===== src/rtl/led_breathe.sv =====
// PWM LED driver with a triangular "breathing" brightness ramp.
// A free-running PWM counter sets the duty window, and a 5-state FSM steps the duty level.
module led_breathe #(
  parameter int PWM_BITS     = 8,
  parameter int STEP_PERIODS = 4,
  parameter int HOLD_PERIODS = 64
) (
  input  logic                clk,
  input  logic                reset,
  input  logic                enable,
  output logic                led,
  output logic [PWM_BITS-1:0] level,
  output logic [2:0]          phase
);

  typedef enum logic [2:0] {
    IDLE    = 3'd0,
    RISE    = 3'd1,
    HOLD_HI = 3'd2,
    FALL    = 3'd3,
    HOLD_LO = 3'd4
  } phase_e;

  localparam int SW = (STEP_PERIODS > 1) ? $clog2(STEP_PERIODS) : 1;
  localparam int HW = (HOLD_PERIODS > 1) ? $clog2(HOLD_PERIODS) : 1;
  localparam logic [PWM_BITS-1:0] MAX = {PWM_BITS{1'b1}};
  localparam logic [SW-1:0] STEP_LAST = SW'(STEP_PERIODS - 1);
  localparam logic [HW-1:0] HOLD_LAST = HW'(HOLD_PERIODS - 1);

  phase_e              phase_q, phase_d;
  logic [PWM_BITS-1:0] level_q, level_d;
  logic [PWM_BITS-1:0] pwm_q, pwm_d;
  logic [SW-1:0]       step_q, step_d;
  logic [HW-1:0]       hold_q, hold_d;
  logic                led_q, led_d;
  logic                period_end;

  assign period_end = enable && (pwm_q == MAX);

  // Next-state: PWM counter, duty ramp FSM and LED compare.
  always_comb begin
    phase_d = phase_q;
    level_d = level_q;
    pwm_d   = pwm_q;
    step_d  = step_q;
    hold_d  = hold_q;
    led_d   = (phase_q != IDLE) && (pwm_q < level_q);
    if (!enable) begin
      phase_d = IDLE;
      level_d = '0;
      pwm_d   = '0;
      step_d  = '0;
      hold_d  = '0;
      led_d   = 1'b0;
    end else begin
      pwm_d = pwm_q + 1'b1;
      case (phase_q)
        IDLE: begin
          phase_d = RISE;
          pwm_d   = '0;
          level_d = '0;
          step_d  = '0;
          hold_d  = '0;
        end
        RISE: begin
          if (period_end) begin
            if (step_q == STEP_LAST) begin
              step_d = '0;
              if (level_q != MAX) begin
                level_d = level_q + 1'b1;
                if (level_q == MAX - 1'b1) begin
                  phase_d = HOLD_HI;
                  hold_d  = '0;
                end
              end
            end else begin
              step_d = step_q + 1'b1;
            end
          end
        end
        HOLD_HI: begin
          level_d = MAX;
          if (period_end) begin
            if (hold_q == HOLD_LAST) begin
              phase_d = FALL;
              hold_d  = '0;
              step_d  = '0;
            end else begin
              hold_d = hold_q + 1'b1;
            end
          end
        end
        FALL: begin
          if (period_end) begin
            if (step_q == STEP_LAST) begin
              step_d = '0;
              if (level_q != '0) begin
                level_d = level_q - 1'b1;
                if (level_q == PWM_BITS'(1)) begin
                  phase_d = HOLD_LO;
                  hold_d  = '0;
                end
              end
            end else begin
              step_d = step_q + 1'b1;
            end
          end
        end
        HOLD_LO: begin
          level_d = '0;
          if (period_end) begin
            if (hold_q == HOLD_LAST) begin
              phase_d = RISE;
              hold_d  = '0;
              step_d  = '0;
            end else begin
              hold_d = hold_q + 1'b1;
            end
          end
        end
        default: begin
          phase_d = IDLE;
          level_d = '0;
          pwm_d   = '0;
          step_d  = '0;
          hold_d  = '0;
          led_d   = 1'b0;
        end
      endcase
    end
  end

  // State registers with synchronous reset.
  always_ff @(posedge clk) begin
    if (reset) begin
      phase_q <= IDLE;
      level_q <= '0;
      pwm_q   <= '0;
      step_q  <= '0;
      hold_q  <= '0;
      led_q   <= 1'b0;
    end else begin
      phase_q <= phase_d;
      level_q <= level_d;
      pwm_q   <= pwm_d;
      step_q  <= step_d;
      hold_q  <= hold_d;
      led_q   <= led_d;
    end
  end

  assign led   = led_q;
  assign level = level_q;
  assign phase = phase_q;

endmodule

===== config.mk =====
export PLATFORM = sky130hd
export DESIGN_NAME = led_breathe
export DESIGN_NICKNAME = d
export VERILOG_FILES = /design/src/rtl/led_breathe.sv
export SDC_FILE = /design/constraint.sdc
export NUM_CORES = 1
export LEC_CHECK = 0
export CAP_MARGIN = 30
export CELL_PAD_IN_SITES_DETAIL_PLACEMENT = 1
export CELL_PAD_IN_SITES_GLOBAL_PLACEMENT = 2
export CORE_MARGIN = 10
export CORE_UTILIZATION = 31
export DETAILED_ROUTE_END_ITERATION = 7
export GPL_ROUTABILITY_DRIVEN = 0
export MAX_ROUTING_LAYER = met4
export PLACE_DENSITY_LB_ADDON = 0.12
export SYNTH_ARGS = -nofsm -noshare
export SYNTH_HDL_FRONTEND = slang
export SYNTH_SLANG_ARGS = --single-unit

===== constraint.sdc =====
create_clock -name clk -period 3.15 [get_ports clk]
set_input_delay 0.7875 -clock clk [delete_from_list [all_inputs] [get_ports clk]]
set_output_delay 0.7875 -clock clk [all_outputs]
set_load 0.01 [all_outputs]

### Word-level counts from Yosys, hierarchy flattened

Cells that the tools add are included.

| operators by class | value |
|---|---|
| $lt $le $gt $ge | 1 |
| eq/ne operators | 25 |
| mux-type cells | 36 |
| reduce and logical (&&, ||, !) cells | 16 |
| bitwise logic cells | 3 |
| add/subtract/negate cells | 5 |

Operator list:

| kind | number |
|---|---|
| 6-bit 2-to-1 mux | 10 |
| 8-bit 2-to-1 mux | 6 |
| 3-bit 2-to-1 mux | 12 |
| 2-bit inequality test (second input constant) | 12 |
| 8-bit one-hot mux with 3 select lines | 1 |
| 6-bit one-hot mux with 3 select lines | 1 |
| 8-bit by 1-bit adder with 8-bit output (second input constant) | 2 |
| 8-bit == test (second input constant) | 2 |
| 3-bit one-hot mux with 5 select lines | 1 |
| 12-bit AND reduction | 1 |
| 9-bit AND reduction | 1 |
| 8-bit by 1-bit == test with 1-bit output (second input constant) | 1 |
| 8-bit < comparator | 1 |
| 2-bit 2-to-1 mux | 4 |
| 8-bit inequality test (second input constant) | 1 |
| 8-bit nonzero test | 1 |
| 8-bit by 1-bit subtractor with 8-bit output (second input constant) | 1 |
| 6-bit by 1-bit adder with 6-bit output (second input constant) | 1 |
| 3-bit by 2-bit == test with 1-bit output (second input constant) | 2 |
| 6-bit == test (second input constant) | 1 |
| 2-bit by 1-bit inequality test with 1-bit output (second input constant) | 3 |
| 6-bit AND reduction | 1 |
| 2-bit OR reduction | 3 |
| 3-bit OR reduction | 2 |
| 12 further kinds | 15 |

| word-level totals | value |
|---|---|
| logic and storage cells | 92 |
| register bits | 28 |
| output and inout port bits | 12 |
| input port bits | 3 |

### Depth between registers and ports, before layout

| logic depth | value |
|---|---|
| word-level depth | 6 |
| mapped depth | 9 |
| gate-level depth less buffers | 7 |

### Worst setup path before layout

Ideal clock, no wire load.

| timing | value |
|---|---|
| path type | register to register |
| start point | register level_q[0] (netlist: level[0]) |
| end point | register phase_q[2] (netlist: phase[2]) |
| stages on the path, launching flop included | 10 |
| slack | 792 ps |
| data arrival time | 2,289 ps |
| clock period less this slack | 2,358 ps |
| data required time | 3,080 ps |
| path buffers | 2 |
| library setup time | 70 ps |
| path through | dfxtp_1 -> clkbuf_1 -> inv_1 -> ha_1 -> nor4b_1 -> a21o_1 -> a21oi_2 -> buf_6 -> or4b_1 -> a21oi_1 |

| on the way | value |
|---|---|
| word-level cells in the longest chain between the ends | 3 |
| elaborated cells between the ends (all ways) | 9 |
| classes of those cells | 7 x eq/ne; 2 x reduce/logical |

Ends and longest elaborated chain:

| element | RTL line | source |
|---|---|---|
| from (decl) | 31 | `logic [PWM_BITS-1:0] level_q, level_d;` |
| from (signal assigned) | 144 | `level_q <= level_d;` |
| 8-bit by 1-bit == test with 1-bit output (tied with other cells) | 99 | `if (level_q == PWM_BITS'(1)) begin` |
| 2-bit inequality test (no line) | - |  |
| 12-bit AND reduction (no line) (*) | - |  |
| to (signal assigned) | 143 | `phase_q <= phase_d;` |
| to (decl) | 30 | `phase_e phase_q, phase_d;` |

Every way passes the cells marked *; elsewhere a longest branch is shown, timed or not.
A chain may end at the register's enable or synchronous reset.

### Final worst setup path

| timing | value |
|---|---|
| start point | input port enable |
| end point | register phase_q[1] (netlist: phase[1]) |

| on the way | value |
|---|---|
| word-level cells in the longest chain between the ends | 3 |
| elaborated cells between the ends (all ways) | 8 |
| classes of those cells | 4 x eq/ne; 1 x bitwise; 3 x reduce/logical |

Ends and longest elaborated chain:

| element | RTL line | source |
|---|---|---|
| from (decl) | 10 | `input logic enable,` |
| 1-bit logical AND | 38 | `assign period_end = enable && (pwm_q == MAX);` |
| 2-bit inequality test (no line) | - |  |
| 12-bit AND reduction (no line) | - |  |

Several ways; a longest one is shown, not always the timed one.

==> key figures <==
Clock tree
  – CTS Root Cell: clkbuf_8
  – TritonCTS clock tree: done
  – CTS H-tree lvls: 1
  – Post_cts resized: 0
  – CTS Hold Buffers Added: 0
  – Post-CTS setup buffer count: 0
  – TritonCTS Buffers: 3
  – Clk_lat worst skew: 290 ps
  – Sink Count: 28
  – CTS max path bufs: 2
  – Clock slew at reported path FFs: 110 ps

Yosys
  – Syn_nets: 263
  – Yosys top cell area share: 27.5%
  – Number of synthesized flops with an enable pin: 0
  – Seq/Total Area, Yosys: 27.5%
  – Post-synth top area cell: dfxtp_1
  – Ys flop type: dfxtp_1
  – Synthesized instance count: 246
  – Synth warn: 0
  – Syn avg cell area: 8.30 sq um
  – Asr flop ratio synth: 0%
  – Top post-synthesis cells by area: dfxtp_1 (27%), ha_1 (8.6%), a21oi_1 (4.4%)
  – Yosys cell types: 56
  – Mapped cell area: 2040 sq um
  – #FFs+latches synth: 28

Die
  – Initial Util: 32.0%
  – Full die area: 10200 sq um
  – Die Span Y: 101 um
  – IO Pins: 15
  – Cell Rows: 29
  – Core area: 6390 sq um
  – Die W: 101 um

STA
  – Hold Fails Final Rpt: 0
  – Fin crit period: 2560 ps
  – Fmax achieved: 0.390 GHz
  – Final period util: 81.3%
  – Setup violators final: 0
  – Post-route clock skew: 3.85 ps
  – Worst-margin pin slew: 840 ps
  – Final Max Tran Viols: 0
  – Slew headroom: 43.9%
  – Setup_tns: 0 ps
  – RSZ-0062 raised after global routing: no

Detailed routing
  – Drt drc: 0
  – 1st-pass router iterations: 4
  – WL per Instance: 16.9 um
  – DRT Wirelength: 5.65 mm
  – Vias per cell: 5.52
  – Initial DRC Count: 100
  – Vias: 1844
  – ANT nets after route: 0

Setup path
  – Critical Path RT: 3360 ps
  – R2R Path Start: pwm_q[0]
  – Setup crit end kind: register
  – CP Class: in2reg
  – R2R cell count: 6
  – Setup crit end: phase[1]
  – Setup crit start: enable
  – Reg2reg end: phase[1]
  – FF-to-FF setup slack: 820 ps
  – Startpoint Class: input port
  – CP Data Arrival Time: 2770 ps
  – Crit-path max FO: 13

Power and ir drop
  – IR drop worst, VDD: 0.000156 V
  – Pleak: 0.777 nW
  – Power Total: 819 uW
  – PD cells: 363 nW/um^2

GRT
  – Antenna violations before repair: 0
  – Total congestion overflow: 0
  – GRT Total Usage: 11.8%
  – First-pass GRT wire length: 9.48 mm
  – Largest net degree at the start of global routing: 19
  – Vias in the first global route: 1803

Place
  – Buffers on Ports: 14
  – Dpl hpwl: 4.20 mm

Final layout
  – ANT cells: 0
  – Layout area overhead: 10.5%
  – Layout cell share with drive strength beyond 1: 10.9%
  – Final #Nets: 275
  – Commonest non-fill, non-tap cell in the layout: dfxtp_1
  – Filler cells: 790
  – Commonest cells after routing, fill and taps aside: dfxtp_1 (28), nand2_1 (19), nor2_1 (19)

Job
  – Max Cap Viol: 0

Min path
  – Worst hold-check path type: reg2reg

Run status
  – Status: finished clean
-- per-layer routing --
metal,vias to the layer above,global-route usage [%],wire (um)
li1,930,-,-
met5,-,-,0
met2,17,17.3,2510
met4,0,3.54,74
met3,5,1.63,155
met1,892,16.2,2910
-- synthesized netlist by cell type (4+ instances only) --
cell	number
nand4_1	6
xor2_1	6
ha_1	14
or3_1	6
nand3_1	7
a211oi_1	4
nand2_1	19
a21o_1	4
dfxtp_1	28
xnor2_1	5
nor2_1	19
a21oi_1	18
buf_6	6
or2_2	5
o21ai_0	14
mux2i_1	4
inv_1	11
nor3_1	6
-- layout make-up --
| class | instances | area [sq um] | area share, % |
|---|---|---|---|
| Multi-Input combinational cell | 192 | 1300 | 57.7 |
| Sequential cell | 28 | 561 | 24.8 |
| Timing Repair Buffer | 22 | 200 | 8.87 |
| Tap cell | 77 | 96.3 | 4.27 |
| Clock buffer | 4 | 55.1 | 2.44 |
| Inverter | 11 | 41.3 | 1.83 |
-- worst min path at each step --
| stage | startpoint | endpoint | slack (ps) | depth (start not counted) |
|---|---|---|---|---|
| floorplan | hold_q[5] | hold_q[5] | 430 | 1 |
| global placement | step_q[1] | step_q[1] | 460 | 2 |
| detailed placement | hold_q[5] | hold_q[5] | 460 | 1 |
| CTS | hold_q[5] | hold_q[5] | 480 | 1 |
| global route | hold_q[5] | hold_q[5] | 520 | 1 |
| finish | hold_q[5] | hold_q[5] | 480 | 1 |
-- per-stage QoR --
stage	setup WS (ps)	area (sq um)	cells	utilization (%)	hold WS, ps
floorplan	792	2040	246	-	431
global placement	317	2200	330	34.5	462
detailed placement	283	2200	330	34.5	460
CTS	594	2260	334	35.3	479
global route	458	2260	334	35.3	516
finish	588	2260	334	35.3	479
-- worst max-delay path, cell delays in order --
cell and delay, ps:
clkdlybuf4s50_1 490, nand4_1 210, o211ai_1 260, o311ai_2 310, or4_1 470, a211oi_1 230
-- registers in the layout (all words and copies together), names as in the netlist --
| register | cells |
|---|---|
| level | 8 |
| phase | 3 |
| led | 1 |
| pwm_q | 8 |
| step_q | 2 |
| hold_q | 6 |
-- power breakdown --
part / switching [mW] / leakage, nW / total, mW / internal [mW]
logic: 0.122 / 0.522 / 0.201 / 0.0789
registers: 0.0128 / 0.226 / 0.374 / 0.361
clock network: 0.132 / 0.0288 / 0.244 / 0.113
total: 0.266 / 0.777 / 0.819 / 0.553
-- cells by family (layout without fill, tap and decap cells) --
family                     after synthesis  count (layout)  share of synthesized area [%]
DFF                                     28              28                           27.5
adders and majority gates               14              14                           8.58
and+or+nand+nor                         98              98                           27.1
buffers and inverters                   26              37                           8.76
xor gates and xnor gates                11              11                           4.72
AOI/OAI and AO/OA                       65              65                           21.4
muxes                                    4               4                           1.96
Note: power is estimated with default switching activity, not from simulation.
